==> src/rtl/period_meter.sv <==
`default_nettype none
// ============================================================================
// Module   : period_meter
// Brief    : Synchronises signal_in, measures clk cycles between rising edges,
//            optionally averages 2^AVG_LOG2 periods and flags input timeouts.
// Revision : 1.0
// ============================================================================
module period_meter #(
    parameter int unsigned AVG_LOG2       = 0,
    parameter int unsigned MIN_PERIOD     = 4,
    parameter int unsigned TIMEOUT_CYCLES = 16777215
) (
    input  logic        clk,
    input  logic        rst_n,
    input  logic        signal_in,
    output logic [23:0] period,
    output logic        period_valid,
    output logic        timeout
);

    localparam int unsigned c_SUM_W = 24 + AVG_LOG2;
    localparam int unsigned c_NS_W  = AVG_LOG2 + 1;
    localparam logic [c_NS_W-1:0] c_NSAMP_FULL = c_NS_W'(1 << AVG_LOG2);
    localparam logic [23:0] c_MIN_PERIOD = 24'(MIN_PERIOD);
    localparam logic [23:0] c_TIMEOUT    = 24'(TIMEOUT_CYCLES);

    typedef enum logic [1:0] {
        S_IDLE    = 2'd0,
        S_ARM     = 2'd1,
        S_MEASURE = 2'd2
    } state_t;

    state_t              r_state;
    state_t              w_state_next;
    logic                r_s1;
    logic                r_s2;
    logic                r_d;
    logic [23:0]         r_cnt;
    logic [23:0]         w_cnt_next;
    logic [c_SUM_W-1:0]  r_sum;
    logic [c_SUM_W-1:0]  w_sum_next;
    logic [c_NS_W-1:0]   r_nsamp;
    logic [c_NS_W-1:0]   w_nsamp_next;
    logic [23:0]         r_period;
    logic [23:0]         w_period_next;
    logic                r_valid;
    logic                w_valid_next;
    logic                r_timeout;
    logic                w_timeout_next;
    logic                w_rise;
    logic                w_qrise;
    logic                w_publish;
    logic                w_timeout_hit;

    always_ff @(posedge clk or negedge rst_n) begin
        if (!rst_n) begin
            r_s1      <= 1'b0;
            r_s2      <= 1'b0;
            r_d       <= 1'b0;
            r_state   <= S_IDLE;
            r_cnt     <= '0;
            r_sum     <= '0;
            r_nsamp   <= '0;
            r_period  <= '0;
            r_valid   <= 1'b0;
            r_timeout <= 1'b0;
        end else begin
            r_s1      <= signal_in;
            r_s2      <= r_s1;
            r_d       <= r_s2;
            r_state   <= w_state_next;
            r_cnt     <= w_cnt_next;
            r_sum     <= w_sum_next;
            r_nsamp   <= w_nsamp_next;
            r_period  <= w_period_next;
            r_valid   <= w_valid_next;
            r_timeout <= w_timeout_next;
        end
    end

    always_comb begin
        w_rise         = r_s2 & ~r_d;
        w_qrise        = w_rise && ((r_state == S_IDLE) || (r_cnt >= c_MIN_PERIOD));
        w_publish      = (r_nsamp == c_NSAMP_FULL);
        w_timeout_hit  = (r_state != S_IDLE) && (r_cnt == c_TIMEOUT) && !w_qrise;

        w_state_next   = r_state;
        w_cnt_next     = r_cnt;
        w_sum_next     = r_sum;
        w_nsamp_next   = r_nsamp;
        w_period_next  = r_period;
        w_valid_next   = 1'b0;
        w_timeout_next = r_timeout;

        // Publishing empties the accumulator first so a sample landing in the
        // same cycle starts the next average.
        if (w_publish) begin
            w_period_next  = r_sum[AVG_LOG2 +: 24];
            w_valid_next   = 1'b1;
            w_timeout_next = 1'b0;
            w_sum_next     = '0;
            w_nsamp_next   = '0;
        end

        case (r_state)
            S_IDLE: begin
                w_cnt_next = '0;
                if (w_qrise) begin
                    w_state_next = S_ARM;
                    w_cnt_next   = 24'd1;
                end
            end
            S_ARM: begin
                if (w_qrise) begin
                    w_state_next = S_MEASURE;
                    w_cnt_next   = 24'd1;
                end else begin
                    w_cnt_next = r_cnt + 24'd1;
                end
            end
            S_MEASURE: begin
                if (w_qrise) begin
                    w_sum_next   = w_sum_next + c_SUM_W'(r_cnt);
                    w_nsamp_next = w_nsamp_next + c_NS_W'(1);
                    w_cnt_next   = 24'd1;
                end else begin
                    w_cnt_next = r_cnt + 24'd1;
                end
            end
            default: begin
                w_state_next = S_IDLE;
                w_cnt_next   = '0;
            end
        endcase

        // A dead input reports zero and restarts the warm-up sequence.
        if (w_timeout_hit) begin
            w_period_next  = '0;
            w_timeout_next = 1'b1;
            w_valid_next   = 1'b1;
            w_sum_next     = '0;
            w_nsamp_next   = '0;
            w_cnt_next     = '0;
            w_state_next   = S_IDLE;
        end
    end

    assign period       = r_period;
    assign period_valid = r_valid;
    assign timeout      = r_timeout;

endmodule
`default_nettype wire

==> config.mk <==
export PLATFORM = sky130hd
export DESIGN_NAME = period_meter
export DESIGN_NICKNAME = d
export VERILOG_FILES = /design/src/rtl/period_meter.sv
export SDC_FILE = /design/constraint.sdc
export NUM_CORES = 1
export LEC_CHECK = 0
export CAP_MARGIN = 10
export CORE_MARGIN = 2
export CORE_UTILIZATION = 55
export CTS_BUF_LIST = sky130_fd_sc_hd__clkbuf_4
export DETAILED_ROUTE_END_ITERATION = 8
export PLACE_DENSITY = 0.77
export SLEW_MARGIN = 20
export SYNTH_ARGS = -nofsm -noshare
export SYNTH_HDL_FRONTEND = slang
export SYNTH_SLANG_ARGS = --single-unit
==> constraint.sdc <==
create_clock -name clk -period 3.9 [get_ports clk]
set_input_delay 0.78 -clock clk [delete_from_list [all_inputs] [get_ports clk]]
set_output_delay 0.78 -clock clk [all_outputs]
set_load 0.005 [all_outputs]
==> insert_results.sql, run 1 <==
INSERT INTO impl_metrics (metric_group, metric, value, unit) VALUES
('outcome', 'run_status', 'finished, final reports clean', ''),
('final_layout', 'layout.cell_area.non_filler', '5480', 'sq um'),
('final_layout', 'multi_input_area', '2780', 'sq um'),
('pwr', 'leakagePower', '2.47', 'nW'),
('synthesis', 'post_synth_inst_count', '550', ''),
('timing', 'max_clock_freq', '283', 'MHz'),
('cts', 'tritoncts', 'done', ''),
('drt', 'detail_route.wirelength', '11100', 'um'),
('synthesis', 'synth_area_per_cell', '9.08', 'sq um'),
('synthesis', 'mappedNetlistArea', '4990', 'sq um'),
('cts', 'cts-root-to-sink-buffers', '2', ''),
('synthesis', 'largest_cells_by_area_after_synthesis', 'sky130_fd_sc_hd__dfrtp_1 40%, sky130_fd_sc_hd__nor2_1 6.4%, sky130_fd_sc_hd__ha_1 6.0%', ''),
('floorplan', 'die_h', '99.3', 'um'),
('placement', 'numPortBuffers', '28', ''),
('floorplan', 'floorplan.die.width', '99.3', 'um'),
('drt', 'viasPerCell', '5.80', ''),
('cts', 'cts_sinks', '80', ''),
('final_layout', 'regArea', '2000', 'sq um'),
('global_route', 'globalRouteTotalUtil', '24.1', '%'),
('synthesis', 'synth.yosys.seq_area_share', '40.1', '%'),
('floorplan', 'dieArea', '9860', 'sq um'),
('drt', 'drtAntennaViolNets', '0', ''),
('setup_path', 'end_kind', 'flop', ''),
('global_route', 'number_of_antenna_violations_at_the_first_check_in_global_routing', '0', ''),
('timing', 'whs', '369', 'ps'),
('placement', 'detailed_place_hpwl', '8000', 'um'),
('cts', 'h-tree-depth', '3', ''),
('timing', 'tns', '0', 'ps'),
('synthesis', 'synth_edf_count', '0', ''),
('placement', 'place_ws', '486', 'ps'),
('timing', 'finalClockSkew', '23.9', 'ps'),
('cts', 'cts_resized', '0', ''),
('final_layout', 'layout.nets', '595', ''),
('setup_path', 'worst-endpoint-arrival', '3870', 'ps'),
('cts', 'cts_made_buffers', '9', ''),
('cts', 'clock_pin_slew_reported_for_the_worst_setup_and_hold_paths_after_clock_tree_synthesis', '130', 'ps'),
('global_route', 'first_global_vias', '3790', ''),
('global_route', 'globalRoute.totalOverflow', '0', ''),
('worst_hold_path', 'kind_of_path_behind_the_tightest_hold_check', 'reg -> reg', ''),
('drt', 'avgRoutedWirePerCell', '16.3', 'um'),
('synthesis', 'ys_top_cells_by_count', '85 x sky130_fd_sc_hd__nor2_1, 80 x sky130_fd_sc_hd__dfrtp_1, 34 x sky130_fd_sc_hd__nand2_1', ''),
('synthesis', 'ys_async_sr_fraction', '100', '%'),
('synthesis', 'synth_top_area_share', '40.1', '%'),
('timing', 'hold_violations', '0', ''),
('drt', 'detail_route.first_pass.iterations', '5', ''),
('pwr', 'ir_drop', '0.241', 'mV'),
('timing', 'finalSetupViolCount', '0', ''),
('pwr', 'powerDensity', '373', 'nW/um^2'),
('synthesis', 'synth_top_cell_by_area', 'sky130_fd_sc_hd__dfrtp_1', ''),
('synthesis', 'ys_ff_latch', '80', ''),
('timing', 'timing_worst_slew_pin_value', '735', 'ps'),
('timing', 'final_critical_path_setup_slack', '369', 'ps'),
('setup_path', 'timing.critical_path.fanout_max', '4', ''),
('synthesis', 'dominantRegCellSynth', 'sky130_fd_sc_hd__dfrtp_1', ''),
('final_layout', 'diodes', '0', ''),
('cts', 'cts.repair_timing.setup_buffer_count', '0', ''),
('cts', 'ctsHoldBuffers', '0', ''),
('synthesis', 'mappedNetlistNets', '578', ''),
('placement', 'gp_congestion', '0.900', ''),
('timing', 'period_needed', '3530', 'ps'),
('setup_path', 'worstPathRequired', '4240', 'ps'),
('cts', 'cts_root_buf', 'sky130_fd_sc_hd__clkbuf_4', ''),
('final_layout', 'utilization', '62.5', '%'),
('setup_path', 'worst_setup_path_start_kind', 'flop', ''),
('global_route', 'grt_max_degree', '81', ''),
('floorplan', 'start_util', '57.0', '%'),
('final_layout', 'area_growth_syn_to_layout', '9.69', '%'),
('synthesis', 'dominant_cell_by_count_in_the_synthesized_netlist', 'sky130_fd_sc_hd__nor2_1', ''),
('timing', 'timing_max_transition_violations_final', '0', ''),
('cts', 'worst_skew_pair.late_latency', '420', 'ps'),
('timing', 'maxSlewHeadroom', '51.0', '%');
[worst paths after layout]
path                       depth (start not counted)         to    start  slack (ps)
max                                               14   r_sum[8]  r_nsamp         370
max reg2reg                                       14   r_sum[8]  r_nsamp         370
max in group asynchronous                          1  r_cnt[14]    rst_n        3010
min in group asynchronous                          1   r_cnt[7]    rst_n         380
min reg2reg                                        0       r_s2     r_s1         370
min                                                0       r_s2     r_s1         370
[cell usage in the layout (no fill, tap or decap), types with 2 or more instances in the layout]
master                            netlist  routed
sky130_fd_sc_hd__xnor2_1               21      21
sky130_fd_sc_hd__and4b_1                2       2
sky130_fd_sc_hd__o31ai_1                5       5
sky130_fd_sc_hd__xor2_1                23      23
sky130_fd_sc_hd__mux2i_1               30      30
sky130_fd_sc_hd__clkinv_4               0       3
sky130_fd_sc_hd__and2_1                 3       3
sky130_fd_sc_hd__o21bai_1               2       2
sky130_fd_sc_hd__a211o_1                2       2
sky130_fd_sc_hd__dfrtp_1               80      79
sky130_fd_sc_hd__a221o_1                2       2
sky130_fd_sc_hd__o22ai_1                5       5
sky130_fd_sc_hd__ha_1                  24      24
sky130_fd_sc_hd__clkdlybuf4s50_1        0      27
sky130_fd_sc_hd__nor3_1                 6       6
sky130_fd_sc_hd__o21ai_0               19      19
sky130_fd_sc_hd__nor3b_1                2       2
sky130_fd_sc_hd__a31oi_1                4       4
sky130_fd_sc_hd__nand3_1               20      20
sky130_fd_sc_hd__and3_1                 7       7
sky130_fd_sc_hd__nor4_2                 2       2
sky130_fd_sc_hd__nand2_1               34      34
sky130_fd_sc_hd__maj3_1                 2       2
sky130_fd_sc_hd__a21oi_1               27      27
sky130_fd_sc_hd__clkbuf_4               0       9
sky130_fd_sc_hd__nand2b_1               5       5
sky130_fd_sc_hd__or3_1                  6       6
sky130_fd_sc_hd__nor2_1                85      85
sky130_fd_sc_hd__nor2b_1               25      25
sky130_fd_sc_hd__o21ai_1                6       6
sky130_fd_sc_hd__inv_1                 18      18
sky130_fd_sc_hd__a21o_1                 7       7
sky130_fd_sc_hd__buf_4                  0       9
sky130_fd_sc_hd__o21a_1                 4       4
sky130_fd_sc_hd__nor4_1                 7       7
sky130_fd_sc_hd__nand4_1                5       5
[worst max-delay path: stages, from the launching register on]
cell and delay [ps]:
sky130_fd_sc_hd__dfrtp_2 440, sky130_fd_sc_hd__nor2b_1 180, sky130_fd_sc_hd__ha_1 200, sky130_fd_sc_hd__inv_1 50, sky130_fd_sc_hd__fa_1 440, sky130_fd_sc_hd__nor2b_1 210, sky130_fd_sc_hd__a21oi_1 100, sky130_fd_sc_hd__o311a_1 360
sky130_fd_sc_hd__o31ai_1 270, sky130_fd_sc_hd__a21oi_1 110, sky130_fd_sc_hd__a211o_1 290, sky130_fd_sc_hd__a311oi_1 340, sky130_fd_sc_hd__xor2_1 180, sky130_fd_sc_hd__nor2_1 70, sky130_fd_sc_hd__o32ai_2 190
[cell families (layout without fill, tap and decap cells)]
| kind of cell | after synthesis | after routing | share of synthesized area (%) |
|---|---|---|---|
| multiplexers | 30 | 30 | 6.01 |
| adder cells (fa/ha/maj) | 28 | 28 | 7.04 |
| AND/OR/NAND/NOR | 218 | 218 | 21.5 |
| flip-flops | 80 | 80 | 40.1 |
| AO/OA/AOI/OAI | 101 | 101 | 13.4 |
| buffers and inverters | 49 | 71 | 4.18 |
| XOR/XNOR | 44 | 44 | 7.72 |
[power breakdown]
part           switching [mW]  internal [mW]
Sequential             0.0658          0.904
Clock                   0.302          0.196
Combinational           0.345          0.228
[registers in the layout (all words and copies together), names as in the netlist]
name / count
r_state: 2
period: 24
timeout: 1
period_valid: 1
r_cnt: 24
r_nsamp: 1
r_sum: 24
r_s2: 1
r_s1: 1
r_d: 1
[final cells by class]
| type | count | share of cell area [%] |
|---|---|---|
| clock buffers | 9 | 1.23 |
| clock inverters | 7 | 1.32 |
| inverters | 18 | 1.23 |
| multi-input cells | 421 | 50.8 |
| flip-flops and latches | 80 | 36.6 |
| well taps | 108 | 2.47 |
| repair buffers | 37 | 6.37 |
[through the flow]
| step | total power, mW | instances |
|---|---|---|
| after global routing | 2.17 | 680 |
| after floorplan | 1.37 | 550 |
| after global placement | 1.54 | 664 |
| after detailed placement | 1.56 | 664 |
| after CTS | 2.06 | 680 |
| final | 2.04 | 680 |
[routing by layer]
metal / global-route usage (%) / routed length, um / vias up
met3: 2.67 / 373 / 16
met5: 0 / 0 / -
met4: 7.59 / 164 / 0
li1: - / - / 1947
met1: 37.7 / 5710 / 1905
met2: 35.1 / 4840 / 78
Note: power is estimated with default switching activity, not from simulation.
==> inputs of run 2 (changes only) <==
--- a/config.mk
+++ b/config.mk
@@ -10,7 +10,8 @@
 export CORE_UTILIZATION = 55
 export CTS_BUF_LIST = sky130_fd_sc_hd__clkbuf_4
 export DETAILED_ROUTE_END_ITERATION = 8
-export PLACE_DENSITY = 0.77
+export DONT_BUFFER_PORTS = 1
+export PLACE_DENSITY = 0.73
 export SLEW_MARGIN = 20
 export SYNTH_ARGS = -nofsm -noshare
 export SYNTH_HDL_FRONTEND = slang
==> run 2 against run 1 <==
  * First-iteration DRC count decreased by 1.3%
  * Clock skew decreased by 3.1 ps
  * Critical endpoint unchanged
  * Fmax decreased by 1.6%
  * Utilization decreased by 3.1 points
  * Largest cell class unchanged
  * Combinational power decreased by 12%
  * Clock power decreased by 1%
  * Sequential power increased by 0.8%
==> insert_results.sql, run 2 (synthesized netlist as in run 1, its figures left out) <==
INSERT INTO impl_metrics (metric_group, metric, value, unit) VALUES
('outcome', 'run_status', 'finished, final reports clean', ''),
('drt', 'dr_total_vias', '3910', ''),
('floorplan', 'io_pins', '29', ''),
('timing', 'finalSetupViolCount', '0', ''),
('final_layout', 'most_frequent_standard_cell_in_the_layout_excluding_fill_and_tap_cells', 'sky130_fd_sc_hd__nor2_1', ''),
('worst_hold_path', 'kind_of_path_behind_the_tightest_hold_check', 'in -> async', ''),
('floorplan', 'die_h', '99.3', 'um'),
('placement', 'place_ws', '400', 'ps'),
('floorplan', 'dieArea', '9860', 'sq um'),
('setup_path', 'worst_setup_path_start_kind', 'flop', ''),
('floorplan', 'floorplan.die.width', '99.3', 'um'),
('drt', 'drtAntennaViolNets', '0', ''),
('timing', 'period_needed', '3590', 'ps'),
('timing', 'timing_worst_slew_pin_value', '625', 'ps'),
('global_route', 'number_of_antenna_violations_at_the_first_check_in_global_routing', '0', ''),
('drt', 'avgRoutedWirePerCell', '16.8', 'um'),
('drt', 'detail_route.first_pass.iterations', '8', ''),
('cts', 'h-tree-depth', '3', ''),
('pwr', 'powerDensity', '379', 'nW/um^2'),
('placement', 'detailed_place_hpwl', '7670', 'um'),
('job', 'drv.max_cap_violation_count', '0', ''),
('final_layout', 'area_growth_syn_to_layout', '4.26', '%'),
('setup_path', 'worstPathRequired', '4240', 'ps'),
('floorplan', 'core_box_area', '8760', 'sq um'),
('global_route', 'grt_max_degree', '81', ''),
('cts', 'cts-root-to-sink-buffers', '2', ''),
('placement', 'gp_congestion', '0.892', ''),
('cts', 'worst_skew_pair.late_latency', '440', 'ps'),
('timing', 'maxSlewHeadroom', '58.2', '%'),
('global_route', 'globalRoute.totalOverflow', '0', ''),
('final_layout', 'drive_gt1_share', '6.25', '%'),
('drt', 'detail_route.iter0.violations', '231', ''),
('setup_path', 'timing.critical_path.fanout_max', '12', ''),
('timing', 'timing.final.crit_share', '92.0', '%'),
('timing', 'final_critical_path_setup_slack', '311', 'ps'),
('timing', 'unrepaired_setup_endpoints_after_global_routing', 'no', ''),
('setup_path', 'end_kind', 'flop', ''),
('global_route', 'globalRouteTotalUtil', '22.8', '%'),
('final_layout', 'diodes', '0', ''),
('floorplan', 'rows', '34', ''),
('timing', 'hold_violations', '0', ''),
('placement', 'numPortBuffers', '0', ''),
('drt', 'detail_route.wirelength', '10900', 'um'),
('global_route', 'first_global_vias', '3588', ''),
('cts', 'cts_root_buf', 'sky130_fd_sc_hd__clkbuf_4', ''),
('cts', 'cts_made_buffers', '9', ''),
('pwr', 'leakagePower', '2.37', 'nW'),
('drt', 'drt_drc_violations_left', '0', ''),
('global_route', 'grt_pass1_wl', '17900', 'um'),
('final_layout', 'mostFrequentLayoutCells', '85 x sky130_fd_sc_hd__nor2_1, 79 x sky130_fd_sc_hd__dfrtp_1, 34 x sky130_fd_sc_hd__nand2_1', ''),
('drt', 'viasPerCell', '6.00', ''),
('pwr', 'ir_drop', '0.311', 'mV'),
('cts', 'tritoncts', 'done', ''),
('final_layout', 'layout.nets', '567', ''),
('setup_path', 'worst-endpoint-arrival', '3930', 'ps'),
('timing', 'max_clock_freq', '279', 'MHz'),
('timing', 'finalClockSkew', '20.8', 'ps'),
('cts', 'cts_sinks', '80', ''),
('timing', 'tns', '0', 'ps'),
('cts', 'clock_pin_slew_reported_for_the_worst_setup_and_hold_paths_after_clock_tree_synthesis', '140', 'ps'),
('timing', 'timing_max_transition_violations_final', '0', ''),
('setup_path', 'timing_worst_setup_path_type', 'reg -> reg', ''),
('floorplan', 'start_util', '57.0', '%');
## run 2: critical path, cell delays in order (launching register included)
cell and delay, ps:
sky130_fd_sc_hd__dfrtp_2 510, sky130_fd_sc_hd__nor2b_1 200, sky130_fd_sc_hd__ha_1 200, sky130_fd_sc_hd__inv_1 50, sky130_fd_sc_hd__fa_1 440, sky130_fd_sc_hd__nor2b_1 220, sky130_fd_sc_hd__a21oi_1 100, sky130_fd_sc_hd__o311a_1 370
sky130_fd_sc_hd__o31ai_1 240, sky130_fd_sc_hd__a21oi_1 100, sky130_fd_sc_hd__a211o_1 290, sky130_fd_sc_hd__a311oi_1 330, sky130_fd_sc_hd__xor2_1 190, sky130_fd_sc_hd__nor2_1 70, sky130_fd_sc_hd__o32ai_2 190
## run 2: layout make-up
cell class                 count  area [sq um]
clock inverter                 6          60.1
tap                          108           135
timing repair buffer           9          82.6
multi-input combinational    421          2780
fill                         773          3560
sequential                    80          2000
clock buffer                  10          75.1
inverter                      18          67.6
## run 2: final timing paths
kind / slack [ps] / cells after the start / to / start
setup / recovery: 310 / 14 / r_sum[8] / r_nsamp
hold / removal: 10 / 0 / period[17] / rst_n
setup reg to reg: 310 / 14 / r_sum[8] / r_nsamp
hold reg to reg: 370 / 0 / r_s2 / r_s1
max in group asynchronous: 2720 / 1 / r_sum[1] / rst_n
min in group clk: 370 / 0 / r_s1 / signal_in
## run 2: stage by stage
step                hold slack [ps]  instances  utilization, %  power [mW]  instance area, sq um
finish                         12.5        652            59.4        1.97                  5210
global placement                339        635            57.8        1.47                  5060
CTS                            1.98        651            59.3        1.98                  5200
global route                   4.27        652            59.4        2.08                  5210
detailed placement              343        635            57.8        1.49                  5060
floorplan                       331        550               -        1.37                  4990
## run 2: report_power, final
group	leakage (nW)	switching [mW]	internal [mW]
clock	0.0738	0.293	0.200
combinational	1.20	0.322	0.182
sequential	1.09	0.0740	0.904
total	2.37	0.689	1.29
## run 2: per-layer routing
metal,part of all wire (%),vias to the layer above,track usage [%]
li1,-,1883,-
met1,49,1889,33.9
met2,44,121,34.0
met3,5.2,17,3.02
met4,1.7,0,8.75
met5,0,-,0
## run 2: repair_timing
item,CTS,global route
gates resized for setup,0,0
setup buffers,0,0
hold endpoints to repair,0,11
hold buffers,0,1
==> inputs of run 3 (changes only) <==
--- a/config.mk
+++ b/config.mk
@@ -12,6 +12,7 @@
 export DETAILED_ROUTE_END_ITERATION = 8
 export DONT_BUFFER_PORTS = 1
 export PLACE_DENSITY = 0.73
+export SETUP_SLACK_MARGIN = 0.1
 export SLEW_MARGIN = 20
 export SYNTH_ARGS = -nofsm -noshare
 export SYNTH_HDL_FRONTEND = slang
==> constraint.sdc (replaced) <==
create_clock -name clk -period 3 [get_ports clk]
set_input_delay 0.6 -clock clk [delete_from_list [all_inputs] [get_ports clk]]
set_output_delay 0.6 -clock clk [all_outputs]
set_load 0.005 [all_outputs]
==> run 3 against run 2 <==
  * The flow now finishes with violations (setup timing)
  * Total power increased by 47%
  * Fmax is 12% higher
  * Critical path depth increased by 1
  * Setup slack got worse by 530 ps
  * Final cell count is 6.9% higher
  * Global-route usage is 2.8 points higher
  * Cell area increased by 13%
  * Critical path type unchanged
==> insert_results.sql, run 3 (synthesized netlist as in run 1, its figures left out) <==
INSERT INTO impl_metrics (metric_group, metric, value, unit) VALUES
('setup_path', 'worstPathRequired', '3320', 'ps'),
('final_layout', 'area_growth_syn_to_layout', '17.9', '%'),
('drt', 'drt_drc_violations_left', '0', ''),
('timing', 'hold_violations', '0', ''),
('cts', 'cts_sinks', '80', ''),
('floorplan', 'io_pins', '29', ''),
('cts', 'cts-root-to-sink-buffers', '2', ''),
('final_layout', 'mostFrequentLayoutCells', '84 x sky130_fd_sc_hd__nor2_1, 79 x sky130_fd_sc_hd__dfrtp_1, 48 x sky130_fd_sc_hd__buf_4', ''),
('setup_path', 'path_common_cell', 'sky130_fd_sc_hd__nor2b_4', ''),
('placement', 'numPortBuffers', '0', ''),
('drt', 'viasPerCell', '5.89', ''),
('job', 'drv.max_cap_violation_count', '0', ''),
('final_layout', 'most_frequent_standard_cell_in_the_layout_excluding_fill_and_tap_cells', 'sky130_fd_sc_hd__nor2_1', ''),
('floorplan', 'start_util', '57.0', '%'),
('setup_path', 'timing.critical_path.fanout_max', '4', ''),
('timing', 'period_needed', '3210', 'ps'),
('final_layout', 'drive_gt1_share', '20.9', '%'),
('drt', 'dr_total_vias', '4105', ''),
('drt', 'detail_route.first_pass.iterations', '5', ''),
('setup_path', 'critPathTopFamily', 'compound AO/OA/AOI/OAI gates', ''),
('worst_hold_path', 'kind_of_path_behind_the_tightest_hold_check', 'in -> async', ''),
('final_layout', 'layout.nets', '612', ''),
('global_route', 'globalRouteTotalUtil', '25.7', '%'),
('global_route', 'grt_pass1_wl', '20000', 'um'),
('setup_path', 'worst-endpoint-arrival', '3530', 'ps'),
('floorplan', 'dieArea', '9860', 'sq um'),
('placement', 'gp_congestion', '0.933', ''),
('setup_path', 'worst_setup_path_start_kind', 'flop', ''),
('outcome', 'failed_checks', 'setup timing', ''),
('cts', 'tritoncts', 'done', ''),
('global_route', 'met1_usage', '37.6', '%'),
('global_route', 'number_of_antenna_violations_at_the_first_check_in_global_routing', '0', ''),
('drt', 'detail_route.wirelength', '12300', 'um'),
('drt', 'drtAntennaViolNets', '0', ''),
('global_route', 'globalRoute.totalOverflow', '0', ''),
('timing', 'maxSlewHeadroom', '64.1', '%'),
('cts', 'clock_pin_slew_reported_for_the_worst_setup_and_hold_paths_after_clock_tree_synthesis', '140', 'ps'),
('global_route', 'global_route.usage.met2', '40.1', '%'),
('drt', 'avgRoutedWirePerCell', '17.7', 'um'),
('timing', 'final_critical_path_setup_slack', '-215', 'ps'),
('setup_path', 'timing.critical_path.slowest_stage_cell', 'sky130_fd_sc_hd__dfrtp_1', ''),
('floorplan', 'floorplan.die.width', '99.3', 'um'),
('timing', 'max_clock_freq', '311', 'MHz'),
('final_layout', 'diodes', '0', ''),
('global_route', 'first_global_vias', '3962', ''),
('cts', 'h-tree-depth', '3', ''),
('pwr', 'totalPowerFinal', '2.90', 'mW'),
('setup_path', 'end_kind', 'flop', ''),
('pwr', 'powerDensity', '492', 'nW/um^2'),
('timing', 'timing_worst_slew_pin_value', '538', 'ps'),
('timing', 'timing.final.crit_share', '107', '%'),
('cts', 'cts_made_buffers', '9', ''),
('floorplan', 'rows', '34', ''),
('global_route', 'grt_max_degree', '81', ''),
('drt', 'detail_route.iter0.violations', '222', ''),
('final_layout', 'utilization', '67.2', '%'),
('setup_path', 'timing.critical_path.slowest_cell_delay', '420', 'ps'),
('setup_path', 'timing.critical_path.cells', 'nor2b_4 > ha_4 > inv_2 > fa_2 > nor2b_4 > buf_4 > o211ai_2 > o311ai_2 > maj3_2 > a221o_1 > a211o_1 > a41oi_4 > o31ai_2 > xnor2_1 > o21ai_1', ''),
('timing', 'unrepaired_setup_endpoints_after_global_routing', 'yes', ''),
('timing', 'finalClockSkew', '19.2', 'ps'),
('pwr', 'ir_drop', '0.373', 'mV'),
('timing', 'finalSetupViolCount', '9', ''),
('placement', 'detailed_place_hpwl', '8660', 'um'),
('cts', 'cts_root_buf', 'sky130_fd_sc_hd__clkbuf_4', ''),
('pwr', 'leakagePower', '2.66', 'nW'),
('cts', 'worst_skew_pair.late_latency', '430', 'ps'),
('floorplan', 'core_box_area', '8760', 'sq um'),
('timing', 'timing_max_transition_violations_final', '0', ''),
('floorplan', 'die_h', '99.3', 'um'),
('outcome', 'run_status', 'finished, violations left', ''),
('global_route', 'grt_use_met3', '4.43', '%'),
('setup_path', 'timing_worst_setup_path_type', 'reg -> reg', ''),
('global_route', 'global_route.peak_usage_layer', 'met2', ''),
('timing', 'tns', '-1220', 'ps'),
('setup_path', 'cp.buffers_inverters', '2', '');
## run 3: worst paths after layout
check | start | endpoint | slack, ps | depth (start not counted)
worst max register to register | r_sum[0] | r_sum[18] | -210 | 15
min in group clk | signal_in | r_s1 | 180 | 0
max in group asynchronous | rst_n | r_state[0] | 2640 | 1
worst min register to register | r_s1 | r_s2 | 380 | 0
worst min-delay path | rst_n | period[1] | 30 | 1
worst max-delay path | r_sum[0] | r_sum[18] | -210 | 15
## run 3: layer usage
layer | part of all wire (%) | wire length, um
met1 | 47 | 5750
met2 | 47 | 5790
met3 | 5.1 | 629
met4 | 1.2 | 145
met5 | 0 | 0
## run 3: stage by stage
step | instances | setup slack, ps | instance area [sq um] | hold slack (ps)
global placement | 664 | -122 | 5320 | 306
global route | 697 | -371 | 5890 | 37.0
finish | 697 | -215 | 5890 | 31.4
detailed placement | 664 | -196 | 5320 | 306
CTS | 692 | -153 | 5700 | 54.9
floorplan | 550 | -405 | 5060 | 304
## run 3: power breakdown
group / internal [mW] / total, mW / leakage [nW] / switching (mW)
Combinational: 0.379 / 0.899 / 1.48 / 0.519
Sequential: 1.18 / 1.27 / 1.09 / 0.0941
Clock: 0.345 / 0.728 / 0.0840 / 0.383
## run 3: final cells by class
class	count	area, sq um
clock buffer	10	75.1
inverter	18	67.6
tap	108	135
clock inverter	6	85.1
sequential	80	2000
timing repair buffer	54	457
multi-input combinational	421	3070
fill	702	2870
## run 3: what timing repair did
action | CTS | global route
hold buffers | 1 | 0
buffers inserted | 11 | 5
setup endpoints to repair | 11 | 14
pin swaps | 15 | 18
gates resized for setup | 20 | 30
hold endpoints to repair | 80 | 0
